<file path="config.mk">
export PLATFORM = sky130hd
export DESIGN_NAME = sub_2p_flat
export DESIGN_NICKNAME = d
export VERILOG_FILES = /design/src/rtl/sub_2p_if.sv /design/src/rtl/sub_2p.sv /design/src/flat_wrapper.sv
export SDC_FILE = /design/constraint.sdc
export NUM_CORES = 1
export LEC_CHECK = 0
export ABC_AREA = 0
export BUFFER_PORTS_ARGS = -buffer_cell sky130_fd_sc_hd__buf_2
export CAP_MARGIN = 15
export CORE_UTILIZATION = 50
export CTS_BUF_LIST = sky130_fd_sc_hd__clkbuf_4 sky130_fd_sc_hd__clkbuf_8
export CTS_CLUSTER_SIZE = 16
export DETAILED_ROUTE_END_ITERATION = 16
export GPL_TIMING_DRIVEN = 0
export PLACE_DENSITY = 0.77
export SLEW_MARGIN = 20
export SYNTH_ARGS = -nofsm -noshare
export SYNTH_HDL_FRONTEND = slang
export SYNTH_SLANG_ARGS = --single-unit
export TNS_END_PERCENT = 10
</file>
<file path="constraint.sdc">
create_clock -name clk -period 2.1 [get_ports clk]
set_input_delay 0.315 -clock clk [delete_from_list [all_inputs] [get_ports clk]]
set_output_delay 0.315 -clock clk [all_outputs]
set_load 0.02 [all_outputs]
</file>
<file path="src/rtl/sub_2p_if.sv">
// Valid/ready stream bundle for the two-stage subtractor: operand beat in, difference beat out.
interface sub_2p_if #(
    parameter int unsigned WIDTH = 15
) ();
    logic             in_valid;
    logic             in_ready;
    logic [WIDTH-1:0] X;
    logic [WIDTH-1:0] Y;
    logic             out_valid;
    logic             out_ready;
    logic [WIDTH-1:0] diff;
    logic             borrow;

    modport master (
        output in_valid, X, Y, out_ready,
        input  in_ready, out_valid, diff, borrow
    );

    modport slave (
        input  in_valid, X, Y, out_ready,
        output in_ready, out_valid, diff, borrow
    );
endinterface

</file>
<file path="src/rtl/sub_2p.sv">
// Two-stage pipelined unsigned subtractor (diff = X - Y) with valid/ready backpressure.
// Define SUB_2P_SATURATE_EN to floor the result at zero whenever a borrow occurs.
module sub_2p #(
    parameter int unsigned WIDTH = 15,
    parameter int unsigned LO_W  = 7
) (
    input logic    clk,
    input logic    rst_n,
    sub_2p_if.slave bus
);
    localparam int unsigned HiW = WIDTH - LO_W;

    logic             adv1, adv2, accept;
    logic [LO_W:0]    lo_full;
    logic [HiW:0]     hi_full;

    logic             s1_valid_q, s1_valid_d;
    logic [LO_W-1:0]  lo_diff_q, lo_diff_d;
    logic             lo_borrow_q, lo_borrow_d;
    logic [HiW-1:0]   x_hi_q, x_hi_d;
    logic [HiW-1:0]   y_hi_q, y_hi_d;
    logic             s2_valid_q, s2_valid_d;
    logic [WIDTH-1:0] diff_q, diff_d;
    logic             borrow_q, borrow_d;

    always_comb begin
        adv2    = !s2_valid_q || bus.out_ready;
        adv1    = !s1_valid_q || adv2;
        accept  = bus.in_valid && adv1;
        // Extra MSB of each slice subtraction is its borrow out.
        lo_full = {1'b0, bus.X[LO_W-1:0]} - {1'b0, bus.Y[LO_W-1:0]};
        hi_full = {1'b0, x_hi_q} - {1'b0, y_hi_q} - {{HiW{1'b0}}, lo_borrow_q};

        s1_valid_d  = s1_valid_q;
        lo_diff_d   = lo_diff_q;
        lo_borrow_d = lo_borrow_q;
        x_hi_d      = x_hi_q;
        y_hi_d      = y_hi_q;
        s2_valid_d  = s2_valid_q;
        diff_d      = diff_q;
        borrow_d    = borrow_q;

        if (adv1) begin
            s1_valid_d = bus.in_valid;
        end
        if (accept) begin
            lo_diff_d   = lo_full[LO_W-1:0];
            lo_borrow_d = lo_full[LO_W];
            x_hi_d      = bus.X[WIDTH-1:LO_W];
            y_hi_d      = bus.Y[WIDTH-1:LO_W];
        end

        if (adv2) begin
            s2_valid_d = s1_valid_q;
        end
        if (adv2 && s1_valid_q) begin
            diff_d   = {hi_full[HiW-1:0], lo_diff_q};
            borrow_d = hi_full[HiW];
`ifdef SUB_2P_SATURATE_EN
            if (hi_full[HiW]) begin
                diff_d = '0;
            end
`else
`endif
        end
    end

    always_ff @(posedge clk or negedge rst_n) begin
        if (!rst_n) begin
            s1_valid_q  <= 1'b0;
            lo_diff_q   <= '0;
            lo_borrow_q <= 1'b0;
            x_hi_q      <= '0;
            y_hi_q      <= '0;
            s2_valid_q  <= 1'b0;
            diff_q      <= '0;
            borrow_q    <= 1'b0;
        end else begin
            s1_valid_q  <= s1_valid_d;
            lo_diff_q   <= lo_diff_d;
            lo_borrow_q <= lo_borrow_d;
            x_hi_q      <= x_hi_d;
            y_hi_q      <= y_hi_d;
            s2_valid_q  <= s2_valid_d;
            diff_q      <= diff_d;
            borrow_q    <= borrow_d;
        end
    end

    assign bus.in_ready  = adv1;
    assign bus.out_valid = s2_valid_q;
    assign bus.diff      = diff_q;
    assign bus.borrow    = borrow_q;
endmodule

</file>
<file path="src/flat_wrapper.sv">
// flat-port wrapper written by rule: the top's interface ports become plain ports
module sub_2p_flat 
#(
    parameter int unsigned WIDTH = 15,
    parameter int unsigned LO_W  = 7
)
  (clk, rst_n, bus_in_valid, bus_X, bus_Y, bus_out_ready, bus_in_ready, bus_out_valid, bus_diff, bus_borrow);
  sub_2p_if #(.WIDTH(WIDTH)) bus_i ();
  input logic clk;
  input logic rst_n;
  input wire logic [$bits(bus_i.in_valid)-1:0] bus_in_valid;
  input wire logic [$bits(bus_i.X)-1:0] bus_X;
  input wire logic [$bits(bus_i.Y)-1:0] bus_Y;
  input wire logic [$bits(bus_i.out_ready)-1:0] bus_out_ready;
  output wire logic [$bits(bus_i.in_ready)-1:0] bus_in_ready;
  output wire logic [$bits(bus_i.out_valid)-1:0] bus_out_valid;
  output wire logic [$bits(bus_i.diff)-1:0] bus_diff;
  output wire logic [$bits(bus_i.borrow)-1:0] bus_borrow;
  assign bus_i.in_valid = bus_in_valid;
  assign bus_i.X = bus_X;
  assign bus_i.Y = bus_Y;
  assign bus_i.out_ready = bus_out_ready;
  assign bus_in_ready = bus_i.in_ready;
  assign bus_out_valid = bus_i.out_valid;
  assign bus_diff = bus_i.diff;
  assign bus_borrow = bus_i.borrow;
  sub_2p #(.WIDTH(WIDTH), .LO_W(LO_W)) u_core (.clk(clk), .rst_n(rst_n), .bus(bus_i));
endmodule
</file>
==> reports/metrics.csv <==
stage,metric,value,unit
outcome,status,finished clean,
floorplanning,die area,4860,sq um
min_path,type of the most critical hold path,in2async,
worst_setup_path,CP Class,reg2reg,
finish,"commonest non-fill, non-tap cell in the layout",buf_2,
power,PD cells,1030,nW/um^2
routing,DRT Pass-1 Iters,4,
power,"IR drop worst, VDD",335,uV
clocking,H-tree depth,2,
timing,minimum clock period,2.03,ns
floorplanning,chip width,69.7,um
global_route,vias in the first global route,1613,
global_route,global-route wire length before repair,6.73,mm
finish,Reg area,1050,sq um
worst_setup_path,Reg-to-Reg Start,u_core.lo_borrow_q,
yosys,"flops & latches, synth",42,
floorplanning,num rows,24,
power,leakage power,1.41,nW
timing,Layout Skew,0.00413,ns
global_route,Overflow after GRT,0,
clocking,CTS root buffer,clkbuf_8,
clocking,CTS tree,done,
timing,Hold WS,0.142,ns
floorplanning,core area,4380,sq um
finish,# diodes,0,
timing,final count of pins violating max slew,0,
routing,drt via density,5.02,
worst_setup_path,WP data required,2.33,ns
clocking,CTS sink cnt,42,
yosys,Synth area leader,dfrtp_1,
yosys,post-synth cell types,31,
floorplanning,I/O Pins,52,
timing,final hold violation count,0,
finish,most frequent cells in the layout,"buf_2 (54), dfrtp_1 (42), inv_1 (28)",
placement,Placer Congestion,0.789,
worst_setup_path,Reg2Reg Setup Slack,0.07,ns
run,maxcap violations,0,
worst_setup_path,RR Endpoint,u_core.bus.diff[14],
finish,Filler Cells Inserted,370,
yosys,Yosys top cell area share,45.8,%
yosys,post-synthesis sequential area ratio,45.8,%
yosys,Syn. warnings,0,
finish,area occupied by multi-input gates,1170,sq um
placement,dpl ws,-0.0482,ns
global_route,Total Routing Usage GR,17.7,%
timing,Final Setup Violations,0,
timing,setup ws final,0.0713,ns
yosys,Post-Synthesis Cells,214,
routing,post-route ant nets,0,
finish,final core occ,63.8,%
placement,PortBufs,51,
clocking,Clock Pin Slew Worst Setup and Hold Paths,0.07,ns
timing,Slew @ Worst Pin,0.894,ns
routing,WL per Instance,12.2,um
worst_setup_path,Critical Path AT,2.25,ns
yosys,Area contributors post-synth,"dfrtp_1 (46%), ha_1 (11%), mux2_2 (11%)",
global_route,initial antenna violation count,0,
placement,post-DP HPWL,3.02,mm
finish,share of cells above drive strength 1,37.7,%
routing,DRC,0,
global_route,largest net degree at the start of global routing,43,
worst_setup_path,startpoint types,flip-flop,
floorplanning,die height,69.7,um
timing,Final Cycle Share,96.6,%
routing,first-iteration detailed-routing DRC count,68,
worst_setup_path,Register-to-Register Path Depth,8,
worst_setup_path,Setup crit end kind,flip-flop,
floorplanning,Starting Density,52.3,%
routing,detailed-route via count,1648,
timing,Worst slew margin,40.4,%
placement,DP Cell Count,317,
yosys,Mapped Area,2290,sq um
yosys,syn_area_per_cell,10.7,sq um
clocking,Max clock buf depth,2,
clocking,number of buffers created by CTS,5,
clocking,Worst-Skew Late Latency,0.29,ns
timing,Max Fclk,493,MHz
routing,WL final,3.99,mm
finish,Layout Cells excl Fill,328,
timing,RSZ-0062 raised after global routing,true,
finish,nets,333,
worst_setup_path,crit-path max FO,2,
finish,Layout area overhead,21.9,%
yosys,syn nets,272,
==> metrics by stage <==
step / total power, W / TNS, ns / instance area, sq um
after global routing: 0.00310 / -0.0432 / 2800
after floorplan: 0.00192 / 0 / 2290
after CTS: 0.00279 / 0 / 2720
final: 0.00287 / 0 / 2800
after global placement: 0.00218 / -0.00237 / 2620
after detailed placement: 0.00222 / -0.0482 / 2620
==> final cells by class <==
class / instances / share of cell area, %
multi-input cells: 136 / 41.8
flip-flops and latches: 42 / 37.6
repair buffers: 54 / 9.93
inverters: 31 / 4.16
clock buffers: 7 / 3.22
well taps: 52 / 2.33
plain buffers: 5 / 0.805
clock inverters: 1 / 0.179
==> timing repair <==
item	CTS	global route
resized for setup	3	16
endpoints found under the hold margin	0	0
hold buffers	0	0
setup endpoints to repair	1	3
pin swaps	0	12
buffers inserted	0	3
==> registers in the layout, summed over array words and instances (netlist names) <==
name / flops
u_core.bus.diff: 15
u_core.y_hi_q: 8
u_core.s1_valid_q: 1
u_core.bus.borrow: 1
u_core.x_hi_q: 8
u_core.lo_borrow_q: 1
u_core.lo_diff_q: 7
u_core.bus.out_valid: 1
==> how the worst max path moves through the flow <==
stage                             from                  end  depth (start not counted)
floorplan             u_core.y_hi_q[0]  u_core.bus.diff[14]                          9
global placement      u_core.y_hi_q[0]  u_core.bus.diff[14]                          9
detailed placement    u_core.y_hi_q[0]  u_core.bus.diff[14]                          9
CTS                   u_core.y_hi_q[0]  u_core.bus.diff[14]                          8
global route        u_core.lo_borrow_q    u_core.bus.borrow                          9
finish              u_core.lo_borrow_q  u_core.bus.diff[14]                          8
==> worst max-delay path: stages, from the launching register on <==
cell	delay [ns]
dfrtp_1	0.37
inv_2	0.05
fa_2	0.60
ha_4	0.14
o21ai_2	0.07
a211oi_2	0.30
a31oi_1	0.14
xor2_1	0.17
o21ai_1	0.12
==> per-layer routing <==
metal | vias up | track usage (%) | part of all wire, %
li1 | 842 | - | -
met1 | 764 | 20.4 | 42
met2 | 37 | 31.0 | 52
met3 | 5 | 4.22 | 4.5
met4 | 0 | 8.00 | 1.5
met5 | - | 0 | 0
==> cells by family (layout without fill, tap and decap cells) <==
kind of cell	count (synthesis)	after routing	share of synthesized area, %
compound gates	40	40	11.1
xor+xnor	8	8	3.05
simple gates	41	41	8.67
flops	42	42	45.8
fa+ha+maj	24	24	14.1
mux	23	23	11.3
buf+inv	36	98	6.05
==> cell usage after synthesis <==
library cell  number
dfrtp_1           42
nand2b_1           3
fa_1               3
o21a_1             4
o31ai_1            3
a211oi_1           3
buf_2              3
nand2_1           21
xor2_1             4
o31a_1             1
xnor2_1            4
nor2b_1            1
nor3_1             3
mux2_2            23
ha_1              21
and2_1             1
inv_1             31
a21oi_1            4
o211ai_1           1
nor2b_4            1
nand3b_1           3
a21o_1             2
nor2_1             6
nor4b_1            1
o21ai_1            1
clkbuf_1           2
a22o_1             1
o41ai_2            1
nor4_1             1
o21ai_0           17
a31oi_1            2
==> report_power, final <==
part	internal, W	leakage, nW	switching, W
Combinational	0.000564	0.862	0.000657
Clock	0.000278	0.0517	0.000259
Sequential	0.00101	0.501	0.000105
Note: power is estimated with default switching activity, not from simulation.
